<file path="src/rtl/key_sel_ctrl.sv">
// ============================================================================
// Module   : key_sel_ctrl
// Brief    : Push-button debouncer producing a debounced level, a press pulse
//            and a toggling select bit that drives the 2:1 mux sel_0 input.
//            Optional long-press detection is built when LONG_PRESS_EN is defined.
// Revision : 1.0 - initial release
// ============================================================================
`default_nettype none

module key_sel_ctrl #(
    parameter int unsigned CNT_MAX    = 999_999,
    parameter logic        KEY_ACTIVE = 1'b0,
    parameter int unsigned LONG_MAX   = 49_999_999
) (
    input  logic sys_clk,
    input  logic sys_rst,
    input  logic key_in,
    output logic key_state,
    output logic key_flag,
    output logic sel_0
`ifdef LONG_PRESS_EN
    ,
    output logic long_flag
`endif
);

    localparam int                 CNT_W     = $clog2(CNT_MAX + 1);
    localparam logic [CNT_W-1:0]   C_CNT_MAX = CNT_W'(CNT_MAX);

    // A zero terminal count would collapse the counter to zero width.
    if (CNT_MAX == 0 || LONG_MAX == 0) begin : g_param_chk
        $error("key_sel_ctrl: CNT_MAX and LONG_MAX must be nonzero");
    end

    typedef enum logic [1:0] {
        S_IDLE    = 2'd0,
        S_FILT_DN = 2'd1,
        S_DOWN    = 2'd2,
        S_FILT_UP = 2'd3
    } state_t;

    logic             sync1_q;
    logic             sync2_q;
    logic             w_key_act;
    state_t           state_q,     state_d;
    logic [CNT_W-1:0] cnt_q,       cnt_d;
    logic             key_state_q, key_state_d;
    logic             key_flag_q,  key_flag_d;
    logic             sel_q,       sel_d;

`ifdef LONG_PRESS_EN
    localparam int                LCNT_W     = $clog2(LONG_MAX + 1);
    localparam logic [LCNT_W-1:0] C_LONG_MAX = LCNT_W'(LONG_MAX);

    logic [LCNT_W-1:0] lcnt_q,      lcnt_d;
    logic              long_flag_q, long_flag_d;
    logic              long_done_q, long_done_d;
`endif

    assign w_key_act = (sync2_q == KEY_ACTIVE);

    always_ff @(posedge sys_clk or posedge sys_rst) begin
        if (sys_rst) begin
            sync1_q     <= ~KEY_ACTIVE;
            sync2_q     <= ~KEY_ACTIVE;
            state_q     <= S_IDLE;
            cnt_q       <= '0;
            key_state_q <= 1'b0;
            key_flag_q  <= 1'b0;
            sel_q       <= 1'b0;
`ifdef LONG_PRESS_EN
            lcnt_q      <= '0;
            long_flag_q <= 1'b0;
            long_done_q <= 1'b0;
`endif
        end else begin
            sync1_q     <= key_in;
            sync2_q     <= sync1_q;
            state_q     <= state_d;
            cnt_q       <= cnt_d;
            key_state_q <= key_state_d;
            key_flag_q  <= key_flag_d;
            sel_q       <= sel_d;
`ifdef LONG_PRESS_EN
            lcnt_q      <= lcnt_d;
            long_flag_q <= long_flag_d;
            long_done_q <= long_done_d;
`endif
        end
    end

    always_comb begin
        state_d     = state_q;
        cnt_d       = cnt_q;
        key_state_d = key_state_q;
        key_flag_d  = 1'b0;
        sel_d       = sel_q;

        case (state_q)
            S_IDLE: begin
                if (w_key_act) begin
                    state_d = S_FILT_DN;
                    cnt_d   = '0;
                end
            end
            S_FILT_DN: begin
                if (!w_key_act) begin
                    state_d = S_IDLE;
                    cnt_d   = '0;
                end else if (cnt_q == C_CNT_MAX) begin
                    state_d     = S_DOWN;
                    key_state_d = 1'b1;
                    key_flag_d  = 1'b1;
                    sel_d       = ~sel_q;
                end else begin
                    cnt_d = cnt_q + 1'b1;
                end
            end
            S_DOWN: begin
                if (!w_key_act) begin
                    state_d = S_FILT_UP;
                    cnt_d   = '0;
                end
            end
            S_FILT_UP: begin
                if (w_key_act) begin
                    state_d = S_DOWN;
                    cnt_d   = '0;
                end else if (cnt_q == C_CNT_MAX) begin
                    state_d     = S_IDLE;
                    key_state_d = 1'b0;
                end else begin
                    cnt_d = cnt_q + 1'b1;
                end
            end
            default: begin
                state_d = S_IDLE;
                cnt_d   = '0;
            end
        endcase

`ifdef LONG_PRESS_EN
        lcnt_d      = lcnt_q;
        long_flag_d = 1'b0;
        long_done_d = long_done_q;

        // Hold time keeps accumulating through release bounce; one pulse per hold.
        if (state_q == S_DOWN || state_q == S_FILT_UP) begin
            if (lcnt_q == C_LONG_MAX) begin
                if (!long_done_q) begin
                    long_flag_d = 1'b1;
                    long_done_d = 1'b1;
                    sel_d       = 1'b0;
                end
            end else begin
                lcnt_d = lcnt_q + 1'b1;
            end
        end

        if (state_d == S_IDLE || (state_q == S_FILT_DN && state_d == S_DOWN)) begin
            lcnt_d      = '0;
            long_done_d = 1'b0;
        end
`endif
    end

    assign key_state = key_state_q;
    assign key_flag  = key_flag_q;
    assign sel_0     = sel_q;
`ifdef LONG_PRESS_EN
    assign long_flag = long_flag_q;
`endif

endmodule

`default_nettype wire

</file>
<file path="config.mk">
export PLATFORM = sky130hd
export DESIGN_NAME = key_sel_ctrl
export DESIGN_NICKNAME = d
export VERILOG_FILES = /design/src/rtl/key_sel_ctrl.sv
export SDC_FILE = /design/constraint.sdc
export NUM_CORES = 1
export LEC_CHECK = 0
export BUFFER_PORTS_ARGS = -buffer_cell sky130_fd_sc_hd__buf_2
export CAP_MARGIN = 10
export CORE_MARGIN = 4
export CORE_UTILIZATION = 25
export CTS_CLUSTER_SIZE = 8
export DETAILED_ROUTE_END_ITERATION = 10
export GPL_ROUTABILITY_DRIVEN = 1
export PLACE_DENSITY = 0.41
export SLEW_MARGIN = 10
export SYNTH_ARGS = -nofsm -noshare
export SYNTH_HDL_FRONTEND = slang
export SYNTH_SLANG_ARGS = --single-unit
</file>
<file path="constraint.sdc">
create_clock -name sys_clk -period 2.9 [get_ports sys_clk]
set_input_delay 0.435 -clock sys_clk [delete_from_list [all_inputs] [get_ports sys_clk]]
set_output_delay 0.435 -clock sys_clk [all_outputs]
set_load 0.03 [all_outputs]
</file>
==> results.sh <==
export IMPL_run_status="finished, final reports clean"
export IMPL_use_met3=0.0149
export IMPL_min_period_ns=2.41
export IMPL_grt_ovfl_total=0
export IMPL_fin_tns_setup_ns=0
export IMPL_insertion_delay_ns=0.27
export IMPL_post_cts_buffers=0
export IMPL_synth_seq_area_share=0.481
export IMPL_finalSetupViolations=0
export IMPL_routed_wl_um=3110
export IMPL_dieWidth_um=83.1
export IMPL_clockBufferDepth=2
export IMPL_regArea_um2=678
export IMPL_n_antenna_cell=0
export IMPL_ios=6
export IMPL_met1_usage=0.134
export IMPL_drtAntennaViolNets=0
export IMPL_worstPathRequired_ns=3.11
export IMPL_arrival_ns=2.63
export IMPL_crit_path_max_fanout=9
export IMPL_grt_pass1_wl_um=5410
export IMPL_post_cts_resize_count=0
export IMPL_drive_gt1_frac=0.149
export IMPL_htreeDepth=1
export IMPL_clk_pin_slew_ns=0.09
export IMPL_tightest_slew_ns=1.00
export IMPL_antenna_found_initial=0
export IMPL_core_um2=5470
export IMPL_row_count=27
export IMPL_post_route_drc_count=0
export IMPL_cts_tree="done"
export IMPL_ys_async_sr_fraction=1.00
export IMPL_grtUsageTotal=0.0959
export IMPL_cp_end_kind="flop"
export IMPL_max_clock_freq_mhz=415
export IMPL_ys_ff_latch=27
export IMPL_synth_flop_cell="dfrtp_1"
export IMPL_fin_cells=220
export IMPL_fin_crit_sh=0.832
export IMPL_max_slew_margin_rel=0.330
export IMPL_multi_input_area_um2=693
export IMPL_hold_depth=1
export IMPL_postLayoutCoreUtil=0.284
export IMPL_pwr_density_cell_nw_per_um2=410
export IMPL_die_area_um2=6900
export IMPL_hold_class="in -> reg"
export IMPL_dr_pass1_iters=4
export IMPL_p_leak_nw=0.628
export IMPL_finClkSkew_ns=0.00354
export IMPL_syn_inst=141
export IMPL_nets=153
export IMPL_syn_avg_cell_area_um2=9.99
export IMPL_yosysWarnings=0
export IMPL_grt_busiest_layer="met2"
export IMPL_hp_start="key_in"
export IMPL_root_buffer="clkbuf_8"
export IMPL_r2r_cells=5
export IMPL_met2_usage=0.151
export IMPL_hold_viol=0
export IMPL_drt_iter0_drc=94
export IMPL_dp_cells=216
export IMPL_vias=1081
export IMPL_worst_setup_path_start_kind="flop"
export IMPL_fill_cells=602
export IMPL_maxSlewViolCount=0
export IMPL_gp_congestion=0.807
export IMPL_vias_per_cell=4.91
export IMPL_die_y_um=83.1
export IMPL_p_total_mw=0.637
export IMPL_rsz0062_at_grt="no"
export IMPL_ctsHoldBuffers=0
export IMPL_syn_nets=145
export IMPL_wl_per_cell_um=14.1
export IMPL_vdd_drop_max_v=0.000116
export IMPL_grt_start_max_net_pins=28
export IMPL_synth_area_um2=1410
export IMPL_synthToLayoutAreaGrowth_pct=10.3
export IMPL_placement_io_buffers=5
export IMPL_cap_violations=0
export IMPL_synthDistinctLibCells=42
export IMPL_initial_utilization=0.257
export IMPL_synth_edf_count=0
export IMPL_grt_pass1_vias=1078
export IMPL_clkSinkCount=27
export IMPL_cts_buffers=3
export IMPL_dp_hpwl_um=2220
export IMPL_critical_path_class="reg -> reg"
## power breakdown
group | total, mW | internal (mW) | switching, mW
registers | 0.389 | 0.382 | 0.00723
logic | 0.0327 | 0.00911 | 0.0236
clock network | 0.215 | 0.0983 | 0.117
total | 0.637 | 0.489 | 0.148
## routing by layer
metal / up-vias / wire length [µm] / share of wire
met1: 537 / 1550 / 0.50
met2: 20 / 1440 / 0.46
met4: 0 / 23 / 0.0074
met3: 2 / 88 / 0.028
met5: - / 0 / 0
li1: 522 / - / -
## cells in the final DEF, fill, tap and decap left out, drive strengths merged, types with 2 or more instances in the layout
cell,instances
nand4,5
and2,4
o22ai,4
buf,6
nor2,11
o21ai,9
clkbuf,4
nor3,4
nand2b,5
o311ai,2
nand3,5
nand3b,2
and4,2
inv,4
dfrtp,25
or4,3
nand2,15
o31ai,2
o211ai,2
xor2,9
nor4,2
nor3b,2
dfstp,2
and3,4
a21oi,2
xnor2,4
## area by class of cell
cell class / instances / area share
multi-input combinational: 107 / 0.446
sequential: 27 / 0.436
tap: 72 / 0.0580
clock buffer: 4 / 0.0290
timing repair buffer: 6 / 0.0209
inverter: 4 / 0.00966
## sequential cells by signal, summed over array words and instances (netlist names), named ones only
register,cells
key_state,1
sync1_q,1
sel_0,1
key_flag,1
state_q,1
sync2_q,1
cnt_q,20
## cell families after synthesis
| group | Yosys count | synth area share |
|---|---|---|
| AO/OA/AOI/OAI | 27 | 0.126 |
| XOR/XNOR | 13 | 0.0808 |
| buffers and inverters | 7 | 0.0266 |
| adder cells (fa/ha/maj) | 1 | 0.00888 |
| multiplexers | 1 | 0.00711 |
| flip-flops | 27 | 0.481 |
| AND/OR/NAND/NOR | 65 | 0.269 |
## path summary, 6_finish.rpt
kind                                         end  slack (ns)
hold / removal                 sync1_q$_DFF_PP1_        0.26
setup / recovery            cnt_q[8]$_DFFE_PP0P_        0.49
setup reg to reg            cnt_q[8]$_DFFE_PP0P_        0.49
hold reg to reg                sync2_q$_DFF_PP1_        0.37
min in group asynchronous  cnt_q[16]$_DFFE_PP0P_        0.39
max in group asynchronous  cnt_q[15]$_DFFE_PP0P_        1.90
## cells in the mapped netlist, drive strengths merged, types with 2 or more instances
| master | n | share of area |
|---|---|---|
| nand3b | 2 | 0.011 |
| clkbuf | 2 | 0.012 |
| nor3b | 2 | 0.011 |
| and3 | 4 | 0.020 |
| nor3 | 4 | 0.022 |
| o21ai | 9 | 0.032 |
| o22ai | 4 | 0.018 |
| nand2 | 15 | 0.040 |
| and4 | 2 | 0.013 |
| xnor2 | 4 | 0.025 |
| o31ai | 2 | 0.011 |
| inv | 4 | 0.011 |
| o211ai | 2 | 0.011 |
| dfrtp | 25 | 0.44 |
| a21oi | 2 | 0.0071 |
| o311ai | 2 | 0.012 |
| nor2 | 11 | 0.029 |
| xor2 | 9 | 0.056 |
| nand2b | 5 | 0.022 |
| nor4 | 2 | 0.013 |
| nand3 | 5 | 0.018 |
| or4 | 3 | 0.021 |
| dfstp | 2 | 0.037 |
| and2 | 4 | 0.020 |
| nand4 | 5 | 0.022 |
## worst max-delay path, cell delays in order (launching register included)
cell and delay, ns:
dfrtp_1 0.45, xnor2_1 0.67, and2_1 0.44, nor2_1 0.22, or4_1 0.50, nand2_1 0.08
## stage by stage
stage / hold slack, ns / cell area (µm²) / worst slack (ns)
2_1_floorplan: 0.345 / 1410 / 0.947
3_3_place_gp: 0.352 / 1510 / 0.543
3_5_place_dp: 0.353 / 1510 / 0.543
4_1_cts: 0.252 / 1550 / 0.529
5_1_grt: 0.239 / 1550 / 0.327
6_report: 0.255 / 1550 / 0.488
Note: power is estimated with default switching activity, not from simulation.
